### config.mk
export PLATFORM = sky130hd
export DESIGN_NAME = cache_mem_arbiter_flat
export DESIGN_NICKNAME = d
export VERILOG_FILES = /design/src/rtl/cache_mem_arbiter_pkg.sv /design/src/rtl/cache_mem_arbiter_if.sv /design/src/rtl/cache_mem_arbiter_tag_fifo.sv /design/src/rtl/cache_mem_arbiter.sv /design/src/flat_wrapper.sv
export SDC_FILE = /design/constraint.sdc
export NUM_CORES = 1
export LEC_CHECK = 0
export BUFFER_PORTS_ARGS = -buffer_cell sky130_fd_sc_hd__buf_2
export CORE_AREA = 4 4 265 267
export CTS_BUF_LIST = sky130_fd_sc_hd__clkbuf_4 sky130_fd_sc_hd__clkbuf_8
export CTS_CLUSTER_DIAMETER = 60
export DETAILED_ROUTE_END_ITERATION = 12
export DIE_AREA = 0 0 269 271
export GPL_ROUTABILITY_DRIVEN = 1
export PLACE_DENSITY = 0.34
export SLEW_MARGIN = 20
export SYNTH_ARGS = -nofsm -noshare
export SYNTH_HDL_FRONTEND = slang
export SYNTH_SLANG_ARGS = --single-unit
### constraint.sdc
create_clock -name clk -period 1.8 [get_ports clk]
set_input_delay 0.09 -clock clk [delete_from_list [all_inputs] [get_ports clk]]
set_output_delay 0.09 -clock clk [all_outputs]
set_load 0.01 [all_outputs]
### src/rtl/cache_mem_arbiter_pkg.sv
// Shared types for the cache/main-memory arbiter.
// Bus widths, request types and arbiter enums.
package cache_mem_arbiter_pkg;

    localparam int MEM_ADDR_BUS         = 12;
    localparam int MEM_DATA_BUS         = 128;
    localparam int MEM_TRANSFERS_PER_CL = 4;
    localparam int ARB_TAG_DEPTH        = 8;

    typedef enum logic {DMEM_READ, DMEM_WRITE} dmem_rtype_t;
    typedef enum logic {ARB_SRC_IC, ARB_SRC_DC} mem_arb_src_t;
    typedef enum logic {ARB_IDLE, ARB_BURST} mem_arb_state_t;

    function automatic mem_arb_src_t arb_other(mem_arb_src_t s);
        return (s == ARB_SRC_IC) ? ARB_SRC_DC : ARB_SRC_IC;
    endfunction

endpackage

### src/rtl/cache_mem_arbiter_if.sv
// Cache-side and memory-side handshake bundle of the arbiter.
interface cache_mem_arbiter_if #(
    parameter int AW = cache_mem_arbiter_pkg::MEM_ADDR_BUS,
    parameter int DW = cache_mem_arbiter_pkg::MEM_DATA_BUS
);
    import cache_mem_arbiter_pkg::*;

    logic          ic_req_valid;
    logic          ic_req_ready;
    logic [AW-1:0] ic_req_addr;
    logic          ic_rsp_valid;
    logic [DW-1:0] ic_rsp_data;

    logic          dc_req_valid;
    logic          dc_req_ready;
    logic [AW-1:0] dc_req_addr;
    dmem_rtype_t   dc_req_rtype;
    logic [DW-1:0] dc_req_wdata;
    logic          dc_rsp_valid;
    logic [DW-1:0] dc_rsp_data;

    logic          mem_req_valid;
    logic          mem_req_ready;
    logic [AW-1:0] mem_req_addr;
    dmem_rtype_t   mem_req_rtype;
    logic [DW-1:0] mem_req_wdata;
    logic          mem_rsp_valid;
    logic [DW-1:0] mem_rsp_data;

    modport slave (
        input  ic_req_valid, ic_req_addr,
        output ic_req_ready, ic_rsp_valid, ic_rsp_data,
        input  dc_req_valid, dc_req_addr, dc_req_rtype, dc_req_wdata,
        output dc_req_ready, dc_rsp_valid, dc_rsp_data,
        output mem_req_valid, mem_req_addr, mem_req_rtype, mem_req_wdata,
        input  mem_req_ready, mem_rsp_valid, mem_rsp_data
    );

    modport master (
        output ic_req_valid, ic_req_addr,
        input  ic_req_ready, ic_rsp_valid, ic_rsp_data,
        output dc_req_valid, dc_req_addr, dc_req_rtype, dc_req_wdata,
        input  dc_req_ready, dc_rsp_valid, dc_rsp_data,
        input  mem_req_valid, mem_req_addr, mem_req_rtype, mem_req_wdata,
        output mem_req_ready, mem_rsp_valid, mem_rsp_data
    );

endinterface

### src/rtl/cache_mem_arbiter_tag_fifo.sv
// In-order owner-tag FIFO; one bit per outstanding read beat.
module arb_tag_fifo #(
    parameter int DEPTH = 8
) (
    input  logic clk,
    input  logic rst_n,
    input  logic push,
    input  logic pop,
    input  logic din,
    output logic dout,
    output logic full,
    output logic empty
);
    localparam int PW = $clog2(DEPTH);

    logic [PW:0] wp;
    logic [PW:0] rp;
    logic        slot [DEPTH];
    logic        wr_en;
    logic        rd_en;

    assign empty = (wp == rp);
    assign full  = (wp[PW] != rp[PW]) && (wp[PW-1:0] == rp[PW-1:0]);
    assign rd_en = pop && !empty;
    // A pop frees the head slot this cycle, so a push may land even when full.
    assign wr_en = push && (!full || rd_en);
    assign dout  = slot[rp[PW-1:0]];

    always_ff @(posedge clk) begin
        if (!rst_n) begin
            wp <= '0;
            rp <= '0;
        end else begin
            if (wr_en) wp <= wp + (PW+1)'(1);
            if (rd_en) rp <= rp + (PW+1)'(1);
        end
    end

    always_ff @(posedge clk) begin
        if (wr_en) slot[wp[PW-1:0]] <= din;
    end

endmodule

### src/rtl/cache_mem_arbiter.sv
// Round-robin burst arbiter between icache and dcache for one memory port.
module cache_mem_arbiter #(
    parameter int AW        = cache_mem_arbiter_pkg::MEM_ADDR_BUS,
    parameter int DW        = cache_mem_arbiter_pkg::MEM_DATA_BUS,
    parameter int BEATS     = cache_mem_arbiter_pkg::MEM_TRANSFERS_PER_CL,
    parameter int TAG_DEPTH = cache_mem_arbiter_pkg::ARB_TAG_DEPTH
) (
    input  logic                clk,
    input  logic                rst_n,
    cache_mem_arbiter_if.slave  bus
);
    import cache_mem_arbiter_pkg::*;

    localparam int CW = $clog2(BEATS);

    mem_arb_state_t state, state_nx;
    mem_arb_src_t   owner, owner_nx;
    mem_arb_src_t   prio, prio_nx;
    logic [CW-1:0]  cnt, cnt_nx;

    logic           own_valid;
    logic [AW-1:0]  own_addr;
    dmem_rtype_t    own_rtype;
    logic [DW-1:0]  own_wdata;
    logic           rd, stall, go, hs, push, pop;
    logic           head, tag_full, tag_empty;
    dmem_rtype_t    burst_rtype;

    always_ff @(posedge clk) begin
        if (!rst_n) begin
            state <= ARB_IDLE;
            owner <= ARB_SRC_IC;
            prio  <= ARB_SRC_IC;
            cnt   <= '0;
        end else begin
            state <= state_nx;
            owner <= owner_nx;
            prio  <= prio_nx;
            cnt   <= cnt_nx;
        end
    end

    always_comb begin
        state_nx = state;
        owner_nx = owner;
        prio_nx  = prio;
        cnt_nx   = cnt;
        unique case (state)
            ARB_IDLE: begin
                if (bus.ic_req_valid || bus.dc_req_valid) begin
                    state_nx = ARB_BURST;
                    cnt_nx   = '0;
                    if (bus.ic_req_valid && bus.dc_req_valid) owner_nx = prio;
                    else if (bus.ic_req_valid)                owner_nx = ARB_SRC_IC;
                    else                                      owner_nx = ARB_SRC_DC;
                end
            end
            ARB_BURST: begin
                if (hs) begin
                    cnt_nx = cnt + CW'(1);
                    if (cnt == CW'(BEATS-1)) begin
                        state_nx = ARB_IDLE;
                        prio_nx  = arb_other(owner);
                    end
                end
            end
            default: state_nx = ARB_IDLE;
        endcase
    end

    always_comb begin
        own_valid = bus.dc_req_valid;
        own_addr  = bus.dc_req_addr;
        own_rtype = bus.dc_req_rtype;
        own_wdata = bus.dc_req_wdata;
        if (owner == ARB_SRC_IC) begin
            own_valid = bus.ic_req_valid;
            own_addr  = bus.ic_req_addr;
            own_rtype = DMEM_READ;
            own_wdata = '0;
        end
    end

    assign pop   = bus.mem_rsp_valid && !tag_empty;
    assign rd    = (own_rtype == DMEM_READ);
    // A same-cycle pop makes room, so the stalled read beat issues at once.
    assign stall = rd && tag_full && !pop;
    assign go    = (state == ARB_BURST) && !stall;
    assign hs    = go && own_valid && bus.mem_req_ready;
    assign push  = hs && rd;

    always_comb begin
        bus.mem_req_valid = go && own_valid;
        bus.mem_req_addr  = own_addr;
        bus.mem_req_rtype = own_rtype;
        bus.mem_req_wdata = own_wdata;
        bus.ic_req_ready  = go && bus.mem_req_ready && (owner == ARB_SRC_IC);
        bus.dc_req_ready  = go && bus.mem_req_ready && (owner == ARB_SRC_DC);
        bus.ic_rsp_valid  = pop && (mem_arb_src_t'(head) == ARB_SRC_IC);
        bus.dc_rsp_valid  = pop && (mem_arb_src_t'(head) == ARB_SRC_DC);
        bus.ic_rsp_data   = bus.mem_rsp_data;
        bus.dc_rsp_data   = bus.mem_rsp_data;
    end

    arb_tag_fifo #(
        .DEPTH (TAG_DEPTH)
    ) u_tag_fifo (
        .clk   (clk),
        .rst_n (rst_n),
        .push  (push),
        .pop   (pop),
        .din   (owner == ARB_SRC_DC),
        .dout  (head),
        .full  (tag_full),
        .empty (tag_empty)
    );

    always_ff @(posedge clk) begin
        if (!rst_n)                burst_rtype <= DMEM_READ;
        else if (hs && cnt == '0)  burst_rtype <= own_rtype;
    end

    a_rtype_stable: assert property (@(posedge clk) disable iff (!rst_n)
        (hs && cnt != '0) |-> (own_rtype == burst_rtype));

    a_rsp_has_tag: assert property (@(posedge clk) disable iff (!rst_n)
        bus.mem_rsp_valid |-> !tag_empty);

endmodule

### src/flat_wrapper.sv
// flat-port wrapper written by rule: the top's interface ports become plain ports
module cache_mem_arbiter_flat import cache_mem_arbiter_pkg::*;
#(
    parameter int AW        = cache_mem_arbiter_pkg::MEM_ADDR_BUS,
    parameter int DW        = cache_mem_arbiter_pkg::MEM_DATA_BUS,
    parameter int BEATS     = cache_mem_arbiter_pkg::MEM_TRANSFERS_PER_CL,
    parameter int TAG_DEPTH = cache_mem_arbiter_pkg::ARB_TAG_DEPTH
)
  (clk, rst_n, bus_ic_req_valid, bus_ic_req_addr, bus_ic_req_ready, bus_ic_rsp_valid, bus_ic_rsp_data, bus_dc_req_valid, bus_dc_req_addr, bus_dc_req_rtype, bus_dc_req_wdata, bus_dc_req_ready, bus_dc_rsp_valid, bus_dc_rsp_data, bus_mem_req_valid, bus_mem_req_addr, bus_mem_req_rtype, bus_mem_req_wdata, bus_mem_req_ready, bus_mem_rsp_valid, bus_mem_rsp_data);
  cache_mem_arbiter_if #(.AW(AW), .DW(DW)) bus_i ();
  input  logic clk;
  input  logic rst_n;
  input wire logic [$bits(bus_i.ic_req_valid)-1:0] bus_ic_req_valid;
  input wire logic [$bits(bus_i.ic_req_addr)-1:0] bus_ic_req_addr;
  output wire logic [$bits(bus_i.ic_req_ready)-1:0] bus_ic_req_ready;
  output wire logic [$bits(bus_i.ic_rsp_valid)-1:0] bus_ic_rsp_valid;
  output wire logic [$bits(bus_i.ic_rsp_data)-1:0] bus_ic_rsp_data;
  input wire logic [$bits(bus_i.dc_req_valid)-1:0] bus_dc_req_valid;
  input wire logic [$bits(bus_i.dc_req_addr)-1:0] bus_dc_req_addr;
  input wire logic [$bits(bus_i.dc_req_rtype)-1:0] bus_dc_req_rtype;
  input wire logic [$bits(bus_i.dc_req_wdata)-1:0] bus_dc_req_wdata;
  output wire logic [$bits(bus_i.dc_req_ready)-1:0] bus_dc_req_ready;
  output wire logic [$bits(bus_i.dc_rsp_valid)-1:0] bus_dc_rsp_valid;
  output wire logic [$bits(bus_i.dc_rsp_data)-1:0] bus_dc_rsp_data;
  output wire logic [$bits(bus_i.mem_req_valid)-1:0] bus_mem_req_valid;
  output wire logic [$bits(bus_i.mem_req_addr)-1:0] bus_mem_req_addr;
  output wire logic [$bits(bus_i.mem_req_rtype)-1:0] bus_mem_req_rtype;
  output wire logic [$bits(bus_i.mem_req_wdata)-1:0] bus_mem_req_wdata;
  input wire logic [$bits(bus_i.mem_req_ready)-1:0] bus_mem_req_ready;
  input wire logic [$bits(bus_i.mem_rsp_valid)-1:0] bus_mem_rsp_valid;
  input wire logic [$bits(bus_i.mem_rsp_data)-1:0] bus_mem_rsp_data;
  assign bus_i.ic_req_valid = bus_ic_req_valid;
  assign bus_i.ic_req_addr = bus_ic_req_addr;
  assign bus_ic_req_ready = bus_i.ic_req_ready;
  assign bus_ic_rsp_valid = bus_i.ic_rsp_valid;
  assign bus_ic_rsp_data = bus_i.ic_rsp_data;
  assign bus_i.dc_req_valid = bus_dc_req_valid;
  assign bus_i.dc_req_addr = bus_dc_req_addr;
  assign bus_i.dc_req_rtype = bus_dc_req_rtype;
  assign bus_i.dc_req_wdata = bus_dc_req_wdata;
  assign bus_dc_req_ready = bus_i.dc_req_ready;
  assign bus_dc_rsp_valid = bus_i.dc_rsp_valid;
  assign bus_dc_rsp_data = bus_i.dc_rsp_data;
  assign bus_mem_req_valid = bus_i.mem_req_valid;
  assign bus_mem_req_addr = bus_i.mem_req_addr;
  assign bus_mem_req_rtype = bus_i.mem_req_rtype;
  assign bus_mem_req_wdata = bus_i.mem_req_wdata;
  assign bus_i.mem_req_ready = bus_mem_req_ready;
  assign bus_i.mem_rsp_valid = bus_mem_rsp_valid;
  assign bus_i.mem_rsp_data = bus_mem_rsp_data;
  cache_mem_arbiter #(.AW(AW), .DW(DW), .BEATS(BEATS), .TAG_DEPTH(TAG_DEPTH)) u_core (.clk(clk), .rst_n(rst_n), .bus(bus_i));
endmodule
; ---- Word level (Yosys, flattened, before mapping)
; Memories as Yosys holds them, arrays and structs flattened. A register that Yosys moved wholly into a read port is not among the register bits.
; Index checks and enable logic that the tools add are counted.
[totals]
regBits = 13
output_inout_bits = 402
elab_cells = 63
input_bits = 287
ram_bits = 8
n_memories = 1
[memory_table]
columns = name, depth, width, read_ports, rd_clocked_by_memory_dff, wr, line_no
row1 = u_core.u_tag_fifo.slot, 8, 1, 1, 1, 1, cache_mem_arbiter_tag_fifo.sv:18  ; logic slot [DEPTH];
[classes]
bitwise = 4
reduce_logical = 25
eq_ne = 6
addsub = 3
muxes = 18
[ops]
columns = operator, n
row1 = $mux W128, 1
row2 = $logic_and A1 B1 Y1, 16
row3 = $mux W12, 1
row4 = $mux W1, 10
row5 = $add A4 B1 Y4 const B, 2
row6 = $mux W3, 2
row7 = $eq A4 B4 Y1, 1
row8 = $logic_not A1 Y1, 4
row9 = $mux W2, 2
row10 = $not A1 Y1, 4
row11 = $pmux W2 S2, 1
row12 = $reduce_and A2 Y1, 2
row13 = $eq A3 B3 Y1, 1
row14 = $reduce_and A3 Y1, 1
row15 = $add A2 B1 Y2 const B, 1
row16 = $eq A2 B2 Y1 const B, 1
row17 = $logic_or A1 B1 Y1, 2
row18 = $ne A2 B1 Y1 const B, 1
row19 = $ne A2 B2 Y1 const B, 1
row20 = $pmux W1 S2, 1
row21 = $ne A1 B1 Y1, 1

; ---- Longest topological paths before layout
[logic_depth]
word_depth = 13
depth_mapped = 5
ltp_nobuf = 4

; ---- Hierarchy
; A second synthesis with hierarchy kept.
[hier_totals]
cells_unflattened = 533
hier_area_um2 = 4126.5
[by_module_without_submodules]
columns = mod, seq_area_each_um2, cells_each, area_each_um2, instances
row1 = cache_mem_arbiter, 100.1, 453, 3240.6, 1
row2 = arb_tag_fifo, 460.4, 80, 885.8, 1

; ---- Worst setup path before layout
; OpenSTA, ideal clock, no wires.
[synth_path]
kind = register to register
from = register u_core.u_tag_fifo.wp[1]
to = memory u_core.u_tag_fifo.slot[2] (enable)
t_required_ns = 1.470
path_stages_with_launch = 6
path_slack_ns = 0.132
path_buffers = 1
arrival_time_ns = 1.338
path_cell_list = dfxtp_1 -> buf_6 -> xor2_4 -> nor3_4 -> a211o_1 -> nor4b_1
[synth_between]
elab_chain_len = 13
elab_cells_between_ends = 19
cone_classes = 2 x eq/ne / 2 x mux / 15 x reduce/logical
[synth_lines]
columns = item, line_no
row1 = start: declaration, cache_mem_arbiter_tag_fifo.sv:16  ; logic [PW:0] wp;
row2 = start signal: assignment, cache_mem_arbiter_tag_fifo.sv:34  ; if (wr_en) wp <= wp + (PW+1)'(1);
row3 = $eq A4 B4 Y1, cache_mem_arbiter_tag_fifo.sv:22  ; assign empty = (wp == rp);
row4 = $logic_not A1 Y1, "cache_mem_arbiter_tag_fifo.sv:24, cache_mem_arbiter.sv:84"
row5 = $logic_and A1 B1 Y1, cache_mem_arbiter.sv:84  ; assign pop = bus.mem_rsp_valid && !tag_empty;
row6 = $logic_not A1 Y1, cache_mem_arbiter.sv:87  ; assign stall = rd && tag_full && !pop;
row7 = $logic_and A1 B1 Y1, cache_mem_arbiter.sv:87
row8 = $logic_not A1 Y1, cache_mem_arbiter.sv:88  ; assign go = (state == ARB_BURST) && !stall;
row9 = $logic_and A1 B1 Y1, cache_mem_arbiter.sv:88
row10 = $logic_and A1 B1 Y1 (2 in series), cache_mem_arbiter.sv:89  ; assign hs = go && own_valid && bus.mem_req_ready;
row11 = $logic_and A1 B1 Y1, cache_mem_arbiter.sv:90  ; assign push = hs && rd;
row12 = $logic_and A1 B1 Y1, cache_mem_arbiter_tag_fifo.sv:26  ; assign wr_en = push && (!full || rd_en);
row13 = $mux W1, cache_mem_arbiter_tag_fifo.sv:40  ; if (wr_en) slot[wp[PW-1:0]] <= din;
row14 = $mux W1 (implied by the code), cache_mem_arbiter_tag_fifo.sv:40
row15 = end: declaration, cache_mem_arbiter_tag_fifo.sv:18
; Several ways; a longest one is shown, not always the timed one.

==> flow_summary.toml <==
[run_status]
outcome = "finished, final reports clean"

[critical_path]
worst_setup_path_end_kind = "output port"
reg2reg_launch_point = "u_core.u_tag_fifo.rp[2]"
r2r_setup_slack_ps = 110
cp_data_arrival_time_ps = 1630
setup.worst_path.start = "u_core.u_tag_fifo.slot[2]"
timing.critical_path.required_ps = 1710
startpoint_type = "register"
timing.critical_path.to = "bus_ic_rsp_valid"
timing.setup.critical_path_class = "reg -> out"
r2r-end = "u_core.u_tag_fifo.slot[1]"
r2r.worst_path.cells = 4
critical_path_peak_fanout = 2

[final_layout]
postLayoutCellArea_um2 = 5190
final_layout_size_suffix_gt1_frac = 0.627
fin_nets = 875
layout.cells.most_common = "buf_2"
area_growth_syn_to_layout_pct = 23.5
most-common-layout-cells = "304 x buf_2, 131 x and2_1, 18 x buf_4, 16 x nand2_1, 13 x mux2_2"
fin_cells = 1467

[cts]
clock_tree.buffer_depth = 2
cts_tree = "yes"
cts-buffers-inserted = 3
cts-root-buf = "clkbuf_8"
numClockSinks = 24
clock_tree.htree_level_count = 1
clock_latency_at_the_later_pin_of_the_worst_skew_pair_ps = 270
clock_pin_transition_on_the_worst_setup_and_hold_timing_paths_ps = 90

[place]
dp_worst_setup_slack_ps = 92.0
routabilityCongestion = 0.853
number_of_port_buffers = 304
dp.final_hpwl_um = 23100
detailed_place.area_um2 = 4950
placed_cells_incl_taps = 1453

[power]
cellLeakagePower_nw = 2.46
total_power_mw = 1.80
power_density_nw_per_um2 = 347
ir_drop_mv = 0.261

[route]
finalWirelength_um = 26100
detail_route.drc_violations = 0
detailroute.via_count = 3529
detail_route.first_pass.iterations = 4
drt_first_iter_violations = 44
drt-vias-per-instance = 2.41
wire_per_inst_um = 17.8
ant_nets_after_route = 0

[floorplanning]
fp.coreArea_um2 = 68100
rows = 96
floorplan.die_area_um2 = 72900
floorplan.die.height_um = 271
pin_count = 689
die_boundary_width_um = 269
floorplan.initialDensity = 0.0617

[sta]
fin_worst_skew_ps = 1.43
layout_worst_path_cycle_share = 0.956
final.min_clock_period_ps = 1720
rsz0062_at_grt = "yes"
whs_ps = 125
setup_slack_ps = 78.7
final_max_slew_viol_count = 0
hold_viol = 0
setup_violations = 0
max_freq_ghz = 0.581
worst_pin_slew_ps = 439
timing.slew.headroom = 0.705

[synth]
fraction_of_the_yosys_area_taken_by_sequential_cells = 0.133
synthFlopType = "dfxtp_1"
synthesis.area_per_instance_um2 = 7.93
synthesis.instances = 530
syn-num-nets = 820
synthDistinctLibCells = 43
post_synthesis_async_set_or_reset_flop_share = 0
synth_area_um2 = 4210
ys_seq_elements = 24
synth-edff-count = 8
yosysWarnings = 0

[global_routing]
use_met3 = 0.0818
first_global_vias = 3746
grt_antenna_before_repair = 2
grt_overflow = 0
first_pass_grt_wire_length_um = 32600
global_routing_usage_on_met2 = 0.0965
maximum_number_of_pins_on_one_net_before_global_route_repair = 91
use_met1 = 0.0539
gr_util_all_layers = 0.0652
grt_busiest_layer = "met2"

[job]
drv_cap = 0

[min_path]
holdCritPathClass = "in -> reg"
cell type report:
cell class	count	area [µm²]
Fill cell	7971	62900
Timing Repair Buffer	327	1770
Multi-Input combinational cell	226	1660
Tap cell	882	1100
Sequential cell	24	571
Clock buffer	3	41.3
Clock inverter	1	30.0
Inverter	3	11.3
Antenna cell	1	2.50
cell families (layout without fill, tap and decap cells):
kind of cell    count (synthesis)  after routing  synth area share
fa+ha+maj                       3              3           0.00893
simple gates                  175            175             0.255
mux                            23             23            0.0646
buf+inv                       280            334             0.481
xor+xnor                        6              6            0.0205
flops                          24             24             0.133
compound gates                 19             19            0.0369
other cells                     0              1                 0
worst max-delay path, stage by stage (launching register included):
cell,delay (ps)
edfxtp_1,400
mux4_2,490
mux2i_2,190
and2b_2,160
buf_2,130
synth_stat cells, drive strengths merged (2+ instances only):
cell | count | area share
nor3 | 3 | 0.0062
inv | 3 | 0.0027
mux4 | 2 | 0.011
o21ai | 4 | 0.0048
clkbuf | 17 | 0.015
nand3 | 3 | 0.0036
buf | 260 | 0.46
mux2 | 13 | 0.035
mux2i | 8 | 0.019
a211oi | 4 | 0.0083
nor4b | 3 | 0.0077
ha | 3 | 0.0089
xnor2 | 2 | 0.0042
a21boi | 3 | 0.0054
and3 | 2 | 0.0030
nand2 | 16 | 0.014
or3 | 2 | 0.0030
nand2b | 5 | 0.0074
edfxtp | 8 | 0.057
xor2 | 4 | 0.016
nor2 | 4 | 0.0036
and2 | 132 | 0.20
and4b | 2 | 0.0051
a21oi | 2 | 0.0024
dfxtp | 16 | 0.076
timing repair:
item	4_1_cts	5_1_grt
resized for setup	3	9
setup endpoints to repair	5	11
setup buffers	3	4
gates cloned	2	0
pin swaps	1	3
hold buffers	0	0
per-layer routing:
metal,vias to the layer above,routed length (µm)
met4,2,826
met3,49,7230
li1,1518,-
met1,1483,7420
met2,477,10600
met5,-,13
power breakdown:
| group | internal, mW | switching, mW | leakage, nW |
|---|---|---|---|
| sequential | 0.571 | 0.0165 | 0.205 |
| combinational | 0.363 | 0.368 | 2.22 |
| clock | 0.298 | 0.183 | 0.0357 |
through the flow:
stage               utilization  setup TNS [ps]
floorplan                     -               0
global placement         0.0728               0
detailed placement       0.0728               0
CTS                      0.0752               0
global route             0.0762          -0.360
finish                   0.0762               0
worst min-delay path by stage:
stage / start / endpoint / slack (ps) / cells past startpoint
floorplan: bus_dc_req_valid / u_core.state / 230 / 2
global placement: bus_mem_rsp_data[44] / bus_dc_rsp_data[44] / 180 / 0
detailed placement: bus_mem_rsp_data[44] / bus_dc_rsp_data[44] / 180 / 0
CTS: bus_ic_req_valid / u_core.state / 120 / 3
global route: bus_dc_req_valid / u_core.owner / 160 / 3
finish: bus_ic_req_valid / u_core.state / 130 / 3
Note: power is estimated with default switching activity, not from simulation.
